### src/rtl/mmss_pkg.sv
// rtl/mmss_pkg.sv - shared constants for the mm:ss BCD up-counter
package mmss_pkg;

  // Digit geometry and per-digit moduli
  localparam int DIGIT_W   = 4;
  localparam int TENS_MOD  = 6;
  localparam int UNITS_MOD = 10;

  // Packed count values of interest
  localparam logic [15:0] MMSS_MAX  = 16'h5959;
  localparam logic [15:0] MMSS_ZERO = 16'h0000;

  // Digit positions inside the packed count, least significant first
  localparam int SEC_U = 0;
  localparam int SEC_T = 1;
  localparam int MIN_U = 2;
  localparam int MIN_T = 3;

endpackage

### src/rtl/bcd_digit_up.sv
// rtl/bcd_digit_up.sv - one modulo-MOD BCD up-counting digit with load and carry
module bcd_digit_up #(
  parameter int DIGIT_W = 4,
  parameter int MOD     = 10
) (
  input  logic               clk,
  input  logic               clrn,
  input  logic               loadn,
  input  logic               ci,
  input  logic [DIGIT_W-1:0] d_in,
  output logic [DIGIT_W-1:0] q,
  output logic               co
);

  localparam logic [DIGIT_W-1:0] LAST = DIGIT_W'(MOD - 1);

  logic [DIGIT_W-1:0] q_q;
  logic [DIGIT_W-1:0] q_d;

  // Digit register; clrn clears it at once, independent of the clock
  always_ff @(posedge clk or negedge clrn) begin
    if (!clrn) begin
      q_q <= '0;
    end else begin
      q_q <= q_d;
    end
  end

  // Next value: load (out-of-range digits become 0) beats increment, else hold
  always_comb begin
    q_d = q_q;
    if (!loadn) begin
      q_d = (d_in <= LAST) ? d_in : '0;
    end else if (ci) begin
      q_d = (q_q == LAST) ? '0 : q_q + 1'b1;
    end
  end

  assign q  = q_q;
  assign co = ci & (q_q == LAST);

endmodule

### src/rtl/mmss_up_counter.sv
// rtl/mmss_up_counter.sv - mm:ss BCD up-counter top; MMSS_SATURATE_EN holds at 59:59 instead of wrapping
module mmss_up_counter
  import mmss_pkg::*;
(
  input  logic                 clk,
  input  logic                 clrn,
  input  logic                 loadn,
  input  logic                 en,
  input  logic [4*DIGIT_W-1:0] CNT_in,
  output logic [4*DIGIT_W-1:0] CNT,
  output logic                 tc,
  output logic                 max,
  output logic                 zero
);

  logic [4*DIGIT_W-1:0] cnt;
  logic [4:0]           carry;
  logic                 at_max;

  assign at_max = (cnt == MMSS_MAX);

`ifdef MMSS_SATURATE_EN
  // At 59:59 the chain is starved of its carry so every digit holds
  assign carry[SEC_U] = en & ~at_max;
`else
  assign carry[SEC_U] = en;
`endif

  bcd_digit_up #(.DIGIT_W(DIGIT_W), .MOD(UNITS_MOD)) u_sec_u (
    .clk   (clk),
    .clrn  (clrn),
    .loadn (loadn),
    .ci    (carry[SEC_U]),
    .d_in  (CNT_in[SEC_U*DIGIT_W +: DIGIT_W]),
    .q     (cnt[SEC_U*DIGIT_W +: DIGIT_W]),
    .co    (carry[SEC_U+1])
  );

  bcd_digit_up #(.DIGIT_W(DIGIT_W), .MOD(TENS_MOD)) u_sec_t (
    .clk   (clk),
    .clrn  (clrn),
    .loadn (loadn),
    .ci    (carry[SEC_T]),
    .d_in  (CNT_in[SEC_T*DIGIT_W +: DIGIT_W]),
    .q     (cnt[SEC_T*DIGIT_W +: DIGIT_W]),
    .co    (carry[SEC_T+1])
  );

  bcd_digit_up #(.DIGIT_W(DIGIT_W), .MOD(UNITS_MOD)) u_min_u (
    .clk   (clk),
    .clrn  (clrn),
    .loadn (loadn),
    .ci    (carry[MIN_U]),
    .d_in  (CNT_in[MIN_U*DIGIT_W +: DIGIT_W]),
    .q     (cnt[MIN_U*DIGIT_W +: DIGIT_W]),
    .co    (carry[MIN_U+1])
  );

  bcd_digit_up #(.DIGIT_W(DIGIT_W), .MOD(TENS_MOD)) u_min_t (
    .clk   (clk),
    .clrn  (clrn),
    .loadn (loadn),
    .ci    (carry[MIN_T]),
    .d_in  (CNT_in[MIN_T*DIGIT_W +: DIGIT_W]),
    .q     (cnt[MIN_T*DIGIT_W +: DIGIT_W]),
    .co    (carry[MIN_T+1])
  );

  // Flags decoded straight from the registered count; the chain carry-out
  // already equals max&en in wrap mode and is zero in saturate mode
  always_comb begin
    CNT  = cnt;
    max  = at_max;
    zero = (cnt == MMSS_ZERO);
    tc   = (at_max & en) | carry[MIN_T+1];
  end

endmodule

### config.mk
export PLATFORM = sky130hd
export DESIGN_NAME = mmss_up_counter
export DESIGN_NICKNAME = d
export VERILOG_FILES = /design/src/rtl/mmss_pkg.sv /design/src/rtl/bcd_digit_up.sv /design/src/rtl/mmss_up_counter.sv
export SDC_FILE = /design/constraint.sdc
export NUM_CORES = 1
export LEC_CHECK = 0
export ABC_AREA = 0
export CAP_MARGIN = 15
export CORE_ASPECT_RATIO = 0.7
export CORE_MARGIN = 5
export CORE_UTILIZATION = 48
export CTS_BUF_LIST = sky130_fd_sc_hd__clkbuf_16
export CTS_CLUSTER_DIAMETER = 100
export DETAILED_ROUTE_END_ITERATION = 8
export PLACE_DENSITY = 0.9
export SETUP_SLACK_MARGIN = 0.1
export SYNTH_ARGS = -nofsm -noshare
export SYNTH_HDL_FRONTEND = slang
export SYNTH_SLANG_ARGS = --single-unit
### constraint.sdc
create_clock -name clk -period 4.9 [get_ports clk]
set_input_delay 0.49 -clock clk [delete_from_list [all_inputs] [get_ports clk]]
set_output_delay 0.49 -clock clk [all_outputs]
set_load 0.05 [all_outputs]
==> impl_metrics.py, run 1 <==
metrics = {
    "status": {
        "status": "finished, final reports clean",
    },
    "timing": {
        "timing.final.max_slew_violations": 0,
        "finalCritPeriodShare_pct": 68.32,
        "final_count_of_hold_timing_violations": 0,
        "grt_setup_unrepaired": "false",
        "slew_headroom_pct": 48.86,
        "setup_viol": 0,
        "fmaxAchievable_mhz": 298.7,
        "clock-skew-final_ps": 0.4200,
        "worst_pin_slew_ps": 760.1,
        "setup_tns_ps": 0,
        "min_period_ps": 3348,
    },
    "route": {
        "avgRoutedWirePerCell_um": 15.34,
        "firstDrtPassIters": 4,
        "avgViaCountPerCell": 5.844,
        "ant_nets": 0,
        "dr_total_vias": 1163,
        "drc_errors": 0,
        "totalWireLength_mm": 3.053,
        "count_of_routing_violations_after_the_opening_detailed_route_iteration": 81,
    },
    "yosys": {
        "proportion_of_synthesized_chip_area_in_sequential_cells_pct": 36.61,
        "ys_seq_elements": 16,
        "post_synth_num_cell_types": 40,
        "async_flop_share_pct": 100.0,
        "post_synth_design_cell_area_um2": 1094,
        "synth_area_leader_cell": "sky130_fd_sc_hd__dfrtp_1",
        "syn-mean-instance-area_um2": 8.284,
        "post_synth_main_area_contributors": "sky130_fd_sc_hd__dfrtp_1 (37%), sky130_fd_sc_hd__nand2_1 (7.2%), sky130_fd_sc_hd__o21ai_0 (4.6%), sky130_fd_sc_hd__nor4_1 (4.0%), sky130_fd_sc_hd__nand3_1 (3.2%)",
        "syn_nets": 152,
        "cells_after_synthesis": 132,
        "synth_ff_type": "sky130_fd_sc_hd__dfrtp_1",
        "synth.yosys.warnings": 0,
        "yosys.area.top_type_share_pct": 36.61,
        "number_of_synthesized_flops_with_an_enable_pin": 0,
    },
    "hold_path": {
        "worstHoldPathCells": 2,
        "timing.hold.worst.start": "u_min_t.q[3]$_DFFE_PN0P_",
        "timing.hold.worst_endpoint": "u_min_t.q[3]$_DFFE_PN0P_",
        "hold_path.class": "reg2reg",
    },
    "floorplan": {
        "die_area_um2": 3348,
        "pin_count": 39,
        "number_of_standard_cell_rows_in_the_floorplan": 14,
        "coreArea_um2": 2155,
        "die_width_um": 67.05,
        "die-height_um": 49.94,
        "starting_density_of_the_core_pct": 50.75,
    },
    "finish": {
        "final_common_cell": "sky130_fd_sc_hd__clkdlybuf4s50_1",
        "area.growth.synth_to_final_pct": 41.42,
        "post-route-util_pct": 71.78,
        "antenna_cells_inserted": 0,
        "fillCellCount": 179,
        "finalNetCount": 188,
        "final_layout_size_suffix_gt1_share_pct": 4.192,
        "top_library_cells_by_usage_in_the_layout_fill_and_taps_aside": "sky130_fd_sc_hd__clkdlybuf4s50_1 (38), sky130_fd_sc_hd__nand2_1 (21), sky130_fd_sc_hd__dfrtp_1 (16)",
        "final_cell_count_no_fill": 199,
        "finalInstanceArea_um2": 1546,
    },
    "setup_path": {
        "reg2reg_to": "u_min_t.q[2]$_DFFE_PN0P_",
        "path_max_fanout": 7,
        "critical_path.cell_chain": "clkdlybuf4s50_1, nand4b_1, or4_1, nor2_1, clkdlybuf4s50_1",
        "start_point_of_the_critical_path": "en",
        "path_class": "in2out",
        "r2r_cells": 4,
        "most_common_cell_type_on_the_critical_path": "sky130_fd_sc_hd__clkdlybuf4s50_1",
        "worstReg2RegStart": "u_sec_t.q[1]$_DFFE_PN0P_",
        "slowest_stage": "sky130_fd_sc_hd__clkdlybuf4s50_1",
        "critical_path.max_stage_delay_ps": 810,
        "crit_path_end_kind": "primary output",
        "ff2ff_setup_slack_ps": 2660,
        "arrival_ps": 2860,
        "worst_ep_required_time_ps": 4410,
        "cp-start-kind": "input pin",
    },
    "grt": {
        "gr-total-overflow": 0,
        "first_global_vias": 1144,
        "grt_first_pass_wirelength_mm": 5.271,
        "grt_max_degree": 22,
        "groute.usage.overall_pct": 19.91,
        "grt_antenna_before_repair": 0,
    },
    "power": {
        "peakVddDrop_uv": 201.9,
        "power.leakage_nw": 0.5697,
        "power_density_nw_per_um2": 292.5,
    },
    "cts": {
        "htree_levels": 1,
        "postCtsSetupRepairBufs": 0,
        "clkLatencyLatePin_ps": 250,
        "clock-root-buffer": "sky130_fd_sc_hd__clkbuf_16",
        "cts_made_buffers": 3,
        "maximum_count_of_clock_buffers_along_a_single_path": 2,
        "postCtsHoldBufs": 0,
        "cts_num_sinks": 16,
        "postCtsResizedCells": 0,
        "clock_tree_from_tritoncts": "built",
        "clk_pin_slew_worst_paths_ps": 50,
    },
    "placement": {
        "place.port_buffers": 38,
        "placed_cells_incl_taps": 195,
        "detailed_place.area_um2": 1468,
        "dp_hpwl_mm": 2.270,
        "routabilityCongestion": 0.8690,
    },
    "job": {
        "drv.max_cap_violation_count": 0,
    },
}
critical path: cells and delay by family:
family	cells	cell delay [ps]
buffers and inverters	2	1410
and+or+nand+nor	3	950
layout make-up:
type                            instances  area (um^2)  share of cell area, %
Clock buffer                            3        75.07                  4.854
Clock inverter                          1        3.754                 0.2427
Inverter                                7        26.28                  1.699
Multi-Input combinational cell        102        620.6                  40.13
Sequential cell                        16        400.4                  25.89
Tap cell                               32        40.04                  2.589
Timing Repair Buffer                   38        380.4                  24.60
metrics by stage:
step / worst slack (ps) / hold WS, ps / total power (W)
detailed placement: 1602 / 581.3 / 0.0002922
floorplan: 1642 / 194.4 / 0.0002416
global route: 1500 / 650.0 / 0.0004737
finish: 1552 / 593.2 / 0.0004524
CTS: 1591 / 588.3 / 0.0004549
global placement: 1646 / 569.7 / 0.0002884
how the worst max path moves through the flow:
stage          end  slack (ps)  cells after the start
2_1_floorplan  max        1640                      4
3_3_place_gp    tc        1650                      5
3_5_place_dp    tc        1600                      5
4_1_cts         tc        1590                      5
5_1_grt         tc        1500                      5
6_report        tc        1550                      5
power breakdown:
part           total, W  switching, W  internal [W]
Sequential     0.000165     0.0000217      0.000143
Clock          0.000161     0.0000529      0.000108
Combinational  0.000127     0.0000749     0.0000516
cell families (layout without fill, tap and decap cells):
logic type	after synthesis	in the layout	share of synthesized area, %
AND/OR/NAND/NOR	64	64	31.92
AO/OA/AOI/OAI	31	31	19.00
flip-flops	16	16	36.61
buffers and inverters	14	49	6.636
XOR/XNOR	5	5	4.004
multiplexers	2	2	1.831
synthesized netlist by cell type (3+ instances only):
cell type                  count
sky130_fd_sc_hd__or4_1         4
sky130_fd_sc_hd__nor2b_1       3
sky130_fd_sc_hd__o22ai_1       3
sky130_fd_sc_hd__buf_4         3
sky130_fd_sc_hd__nand4_1       3
sky130_fd_sc_hd__o21ai_0      10
sky130_fd_sc_hd__nand2_1      21
sky130_fd_sc_hd__inv_1         7
sky130_fd_sc_hd__nand3_1       7
sky130_fd_sc_hd__nor4_1        7
sky130_fd_sc_hd__dfrtp_1      16
sky130_fd_sc_hd__xor2_1        4
sky130_fd_sc_hd__nor2_1        8
sky130_fd_sc_hd__o211ai_1      4
layer usage:
| metal | wire length (um) | vias to the layer above | global-route usage, % | part of all wire [%] |
|---|---|---|---|---|
| met5 | 0 | - | 0 | 0 |
| met4 | 30 | 0 | 4.040 | 0.98 |
| met3 | 254 | 4 | 7.727 | 8.3 |
| met2 | 1358 | 49 | 31.00 | 44 |
| met1 | 1409 | 543 | 26.01 | 46 |
| li1 | - | 567 | - | - |
flip-flops by register name, indices dropped and copies added (netlist names):
signal and count:
u_min_t.q 4, u_sec_t.q 4, u_min_u.q 4, u_sec_u.q 4
No activity file was read; power rests on OpenSTA's default activity.
==> inputs of run 2 (changes only) <==
- CORE_UTILIZATION: 48 -> 44
- PLACE_DENSITY: 0.9 -> 0.84
- clock period: 4.9 -> 3.5 ns (I/O delays scaled with it)
==> impl_metrics.py, run 2 (synthesis results as in run 1) <==
metrics = {
    "status": {
        "status": "finished, final reports clean",
    },
    "cts": {
        "postCtsSetupRepairBufs": 0,
        "postCtsHoldBufs": 0,
        "clk_pin_slew_worst_paths_ps": 50,
        "cts_num_sinks": 16,
        "clock_tree_from_tritoncts": "built",
        "clock-root-buffer": "sky130_fd_sc_hd__clkbuf_16",
        "maximum_count_of_clock_buffers_along_a_single_path": 2,
        "postCtsResizedCells": 0,
        "clkLatencyLatePin_ps": 250,
        "htree_levels": 1,
        "cts_made_buffers": 3,
    },
    "timing": {
        "setup_tns_ps": 0,
        "fmaxAchievable_mhz": 320.8,
        "slew_headroom_pct": 49.91,
        "setup_viol": 0,
        "finalCritPeriodShare_pct": 89.06,
        "timing.final.max_slew_violations": 0,
        "grt_setup_unrepaired": "false",
        "worst_pin_slew_ps": 749.0,
        "min_period_ps": 3117,
        "final_count_of_hold_timing_violations": 0,
        "clock-skew-final_ps": 5.066,
    },
    "setup_path": {
        "worst_ep_required_time_ps": 3150,
        "critical_path.cell_chain": "or3b_4, or4_1, nor2_1, clkdlybuf4s50_1",
        "worst-path-buf-inv": 1,
        "worstReg2RegStart": "u_sec_t.q[1]$_DFFE_PN0P_",
        "arrival_ps": 2770,
        "start_point_of_the_critical_path": "u_sec_t.q[1]$_DFFE_PN0P_",
        "critical_path.max_stage_delay_ps": 810,
        "slowest_stage": "sky130_fd_sc_hd__clkdlybuf4s50_1",
        "path_class": "reg2out",
        "crit_path_end_kind": "primary output",
        "cp-start-kind": "flip-flop",
        "path_max_fanout": 8,
        "critical_path_s_top_delay_family": "simple AND/OR/NAND/NOR gates",
    },
    "placement": {
        "placed_cells_incl_taps": 198,
        "dp_hpwl_mm": 2.219,
        "routabilityCongestion": 0.8935,
        "place.port_buffers": 38,
        "detailed_place.area_um2": 1478,
    },
    "job": {
        "drv.max_cap_violation_count": 0,
    },
    "route": {
        "dr_total_vias": 1142,
        "avgRoutedWirePerCell_um": 14.96,
        "firstDrtPassIters": 4,
        "totalWireLength_mm": 3.007,
        "drc_errors": 0,
        "avgViaCountPerCell": 5.682,
        "ant_nets": 0,
        "count_of_routing_violations_after_the_opening_detailed_route_iteration": 79,
    },
    "finish": {
        "finalInstanceArea_um2": 1553,
        "area.growth.synth_to_final_pct": 41.99,
        "final_cell_count_no_fill": 201,
        "final_common_cell": "sky130_fd_sc_hd__clkdlybuf4s50_1",
        "finalNetCount": 189,
        "top_library_cells_by_usage_in_the_layout_fill_and_taps_aside": "sky130_fd_sc_hd__clkdlybuf4s50_1 (38), sky130_fd_sc_hd__nand2_1 (21), sky130_fd_sc_hd__dfrtp_1 (16)",
        "antenna_cells_inserted": 0,
        "final_layout_size_suffix_gt1_share_pct": 4.790,
    },
    "floorplan": {
        "die-height_um": 51.71,
        "coreArea_um2": 2421,
        "die_area_um2": 3598,
        "pin_count": 39,
        "die_width_um": 69.59,
        "starting_density_of_the_core_pct": 45.17,
        "number_of_standard_cell_rows_in_the_floorplan": 15,
    },
    "grt": {
        "first_global_vias": 1072,
        "grt_first_pass_wirelength_mm": 5.099,
        "groute.usage.overall_pct": 17.89,
        "grt_max_degree": 22,
        "gr-total-overflow": 0,
        "grt_antenna_before_repair": 0,
    },
    "power": {
        "power.leakage_nw": 0.5729,
        "peakVddDrop_uv": 291.3,
        "power_density_nw_per_um2": 405.1,
    },
    "hold_path": {
        "hold_path.class": "in2async",
    },
}
-- run 2: worst paths after layout --
| path | cells after the start | to | slack [ps] |
|---|---|---|---|
| worst max-delay path | 4 | tc | 380 |
| worst min-delay path | 1 | u_min_u.q[0]$_DFFE_PN0P_ | 550 |
| worst max register to register | 4 | u_min_t.q[2]$_DFFE_PN0P_ | 1250 |
| worst min register to register | 2 | u_min_t.q[3]$_DFFE_PN0P_ | 590 |
| max in group asynchronous | 1 | u_sec_u.q[1]$_DFFE_PN0P_ | 2480 |
| min in group clk | 2 | u_min_t.q[3]$_DFFE_PN0P_ | 590 |
-- run 2: report_power, final --
group | switching (W) | internal (W) | leakage, nW
registers | 0.0000304 | 0.000200 | 0.211
clock network | 0.0000715 | 0.000150 | 0.0370
logic | 0.000104 | 0.0000730 | 0.325
-- run 2: layer usage --
metal  wire (um)  track usage (%)
met3         210            5.212
met5           0                0
met1        1421            23.84
met2        1324            27.37
met4          51            7.143
-- run 2: metrics by stage --
step / hold WS [ps] / worst slack, ps / util [%] / power [W]
2_1_floorplan: 54.41 / 382.0 / - / 0.0003382
3_3_place_gp: 571.5 / 512.7 / 61.03 / 0.0004058
3_5_place_dp: 575.2 / 479.8 / 61.03 / 0.0004098
4_1_cts: 586.0 / 398.3 / 64.13 / 0.0006327
5_1_grt: 626.9 / 280.8 / 64.13 / 0.0006612
6_report: 549.1 / 383.0 / 64.13 / 0.0006289
-- run 2: area by class of cell --
type / instances / area [um^2]
fillers: 199 / 868.3
clock buffers: 3 / 75.07
repair buffers: 39 / 387.9
multi-input cells: 102 / 620.6
inverters: 7 / 26.28
flip-flops and latches: 16 / 400.4
well taps: 34 / 42.54
==> RTL change, RTL diff (settings of run 1) <==
The option `MMSS_SATURATE_EN` is turned on by a define.
--- a/src/rtl/mmss_up_counter.sv
+++ b/src/rtl/mmss_up_counter.sv
@@ -1,4 +1,6 @@
 // rtl/mmss_up_counter.sv - mm:ss BCD up-counter top; MMSS_SATURATE_EN holds at 59:59 instead of wrapping
+`define MMSS_SATURATE_EN
+
 module mmss_up_counter
   import mmss_pkg::*;
 (
Check against the original RTL: not equivalent (a bounded check fails within 4 cycles, from zero or initial values).
==> RTL change against run 1 <==
Total power up 0.60%. Setup slack better by 0.31 ns. Area after synthesis up 7.9%. Core utilization down 2.9 points. Non-clock buffer count unchanged. Design area up 7.0%. Largest power group unchanged. Sequential cell count unchanged. Routed wire length up 12%. First-iteration DRC count up 43%.
==> RTL change: results (changes against run 1) <==
Place WS 2.08 ns (+0.475 ns); clock tree root driver cell clkbuf_16; routed vias/inst 6.22 (+6.4%); drt total wl 3.41 mm (+12%); Worst path max stage delay 0.81 ns (about the same); Reg clk slew, reported paths 0.05 ns (about the same); number of CTS-inserted buffers 3 (unchanged); Arr. time, crit path 2.55 ns (-0.31 ns); Area contributors post-synth dfrtp_1, nand3_1, o211ai_1; GP Congestion 0.833 (-4.2%); H-Tree Depth 1 (unchanged); initial antenna violation count 0 (unchanged); # diodes 0 (unchanged); slowest cell on the critical path clkdlybuf4s50_1; top cells by count, synth dfrtp_1, nand3_1, nand2_1; maximum vdd drop 239 µV (+18%); nets 198 (+5.3%); Netlist cell types 41 (+2.5%); final setup skew 0.00695 ns (+0.00653 ns); Syn Nets 161 (+5.9%); CTS Buffer Depth 2 (unchanged); Setup Buffers After CTS 0 (unchanged); Reg-to-Reg End u_min_u.q[1]; Achievable Freq 329 MHz (+10%); FF-to-FF Start u_min_u.q[1]; hpwl dp 2.44 mm (+7.6%); P_leak 0.631 nW (+11%); Async SR Flop Fraction 100% (unchanged); CP Max Fanout 6 (-1); HP Class flip-flop to flip-flop; Skew-Pair Late Insertion Delay 0.25 ns (about the same); largest net degree at the start of global routing 27 (+23%); GRT Residual Overflow 0 (unchanged); Vias 1312 (+13%); Worst R2R Path Depth 4 (unchanged); R2R setup slack 2.94 ns (+0.28 ns); WHS 0.621 ns (+0.0279 ns); layout cells sized above 1 3.39% (-0.80 points); DR iter-0 viols 116 (+43%); status complete, no violations; Primary FF master, synth dfrtp_1; Seq/Total Area, Yosys 33.9% (-2.7 points); first-pass GRT wire length 5.80 mm (+10%); overall routing resource usage 20.1% (+0.21 points); Hold Crit Depth 2 (unchanged); hold_sp u_min_t.q[3]; Worst-Margin Slew 0.877 ns (+0.116 ns)
## RTL change: cell types whose count changed after synthesis, sizes merged, moves of 5 or more
cell,before,now
o211ai,4,9
nand3,7,16
nand2,21,13
and2,0,5
nor4,7,2
## RTL change: per-stage QoR
stage               cell area, µm²  cells  util (%)
floorplan                     1180    141         -
global placement              1580    207      65.6
detailed placement            1580    207      65.6
CTS                           1650    211      68.9
global route                  1650    211      68.9
finish                        1650    211      68.9
## RTL change: critical path: cells and delay by family, from the launching register on
| family | cells | cell delay [ns] |
|---|---|---|
| DFF | 1 | 0.47 |
| and+or+nand+nor | 4 | 1.04 |
| buffers and inverters | 1 | 0.81 |
## RTL change: how the worst max path moves through the flow
stage | start | endpoint | cells past startpoint
6_report | u_min_u.q[1] | tc | 5
5_1_grt | u_min_u.q[1] | tc | 5
4_1_cts | u_min_u.q[1] | tc | 5
3_5_place_dp | loadn | u_min_u.q[1] | 5
3_3_place_gp | loadn | u_min_u.q[1] | 5
2_1_floorplan | u_min_u.q[1] | tc | 4
## RTL change: layout make-up
class,count,area (µm²)
tap,34,42.5
multi-input combinational,116,741
timing repair buffer,38,380
clock inverter,1,3.75
fill,210,748
clock buffer,3,75.1
inverter,3,11.3
sequential,16,400
## RTL change: metal layers
metal | GRT usage [%] | share of wire [%] | vias to the layer above
li1 | - | - | 625
met1 | 24.9 | 42 | 616
met2 | 33.5 | 48 | 63
met3 | 7.07 | 8.7 | 8
met4 | 5.19 | 1.2 | 0
met5 | 0 | 0 | -
## RTL change: logic make-up (layout without fill, tap and decap cells)
kind of cell	Yosys count	count (layout)	synth area share [%]
buffers and inverters	9	45	3.29
xor gates and xnor gates	4	4	2.97
DFF	16	16	33.9
AOI/OAI and AO/OA	33	33	19.8
and+or+nand+nor	79	79	40.0
## RTL change: where the power goes
part	leakage, nW	total [mW]	switching (mW)	internal [mW]
Clock	0.0385	0.159	0.0505	0.108
Combinational	0.383	0.131	0.0769	0.0538
Sequential	0.210	0.166	0.0227	0.143
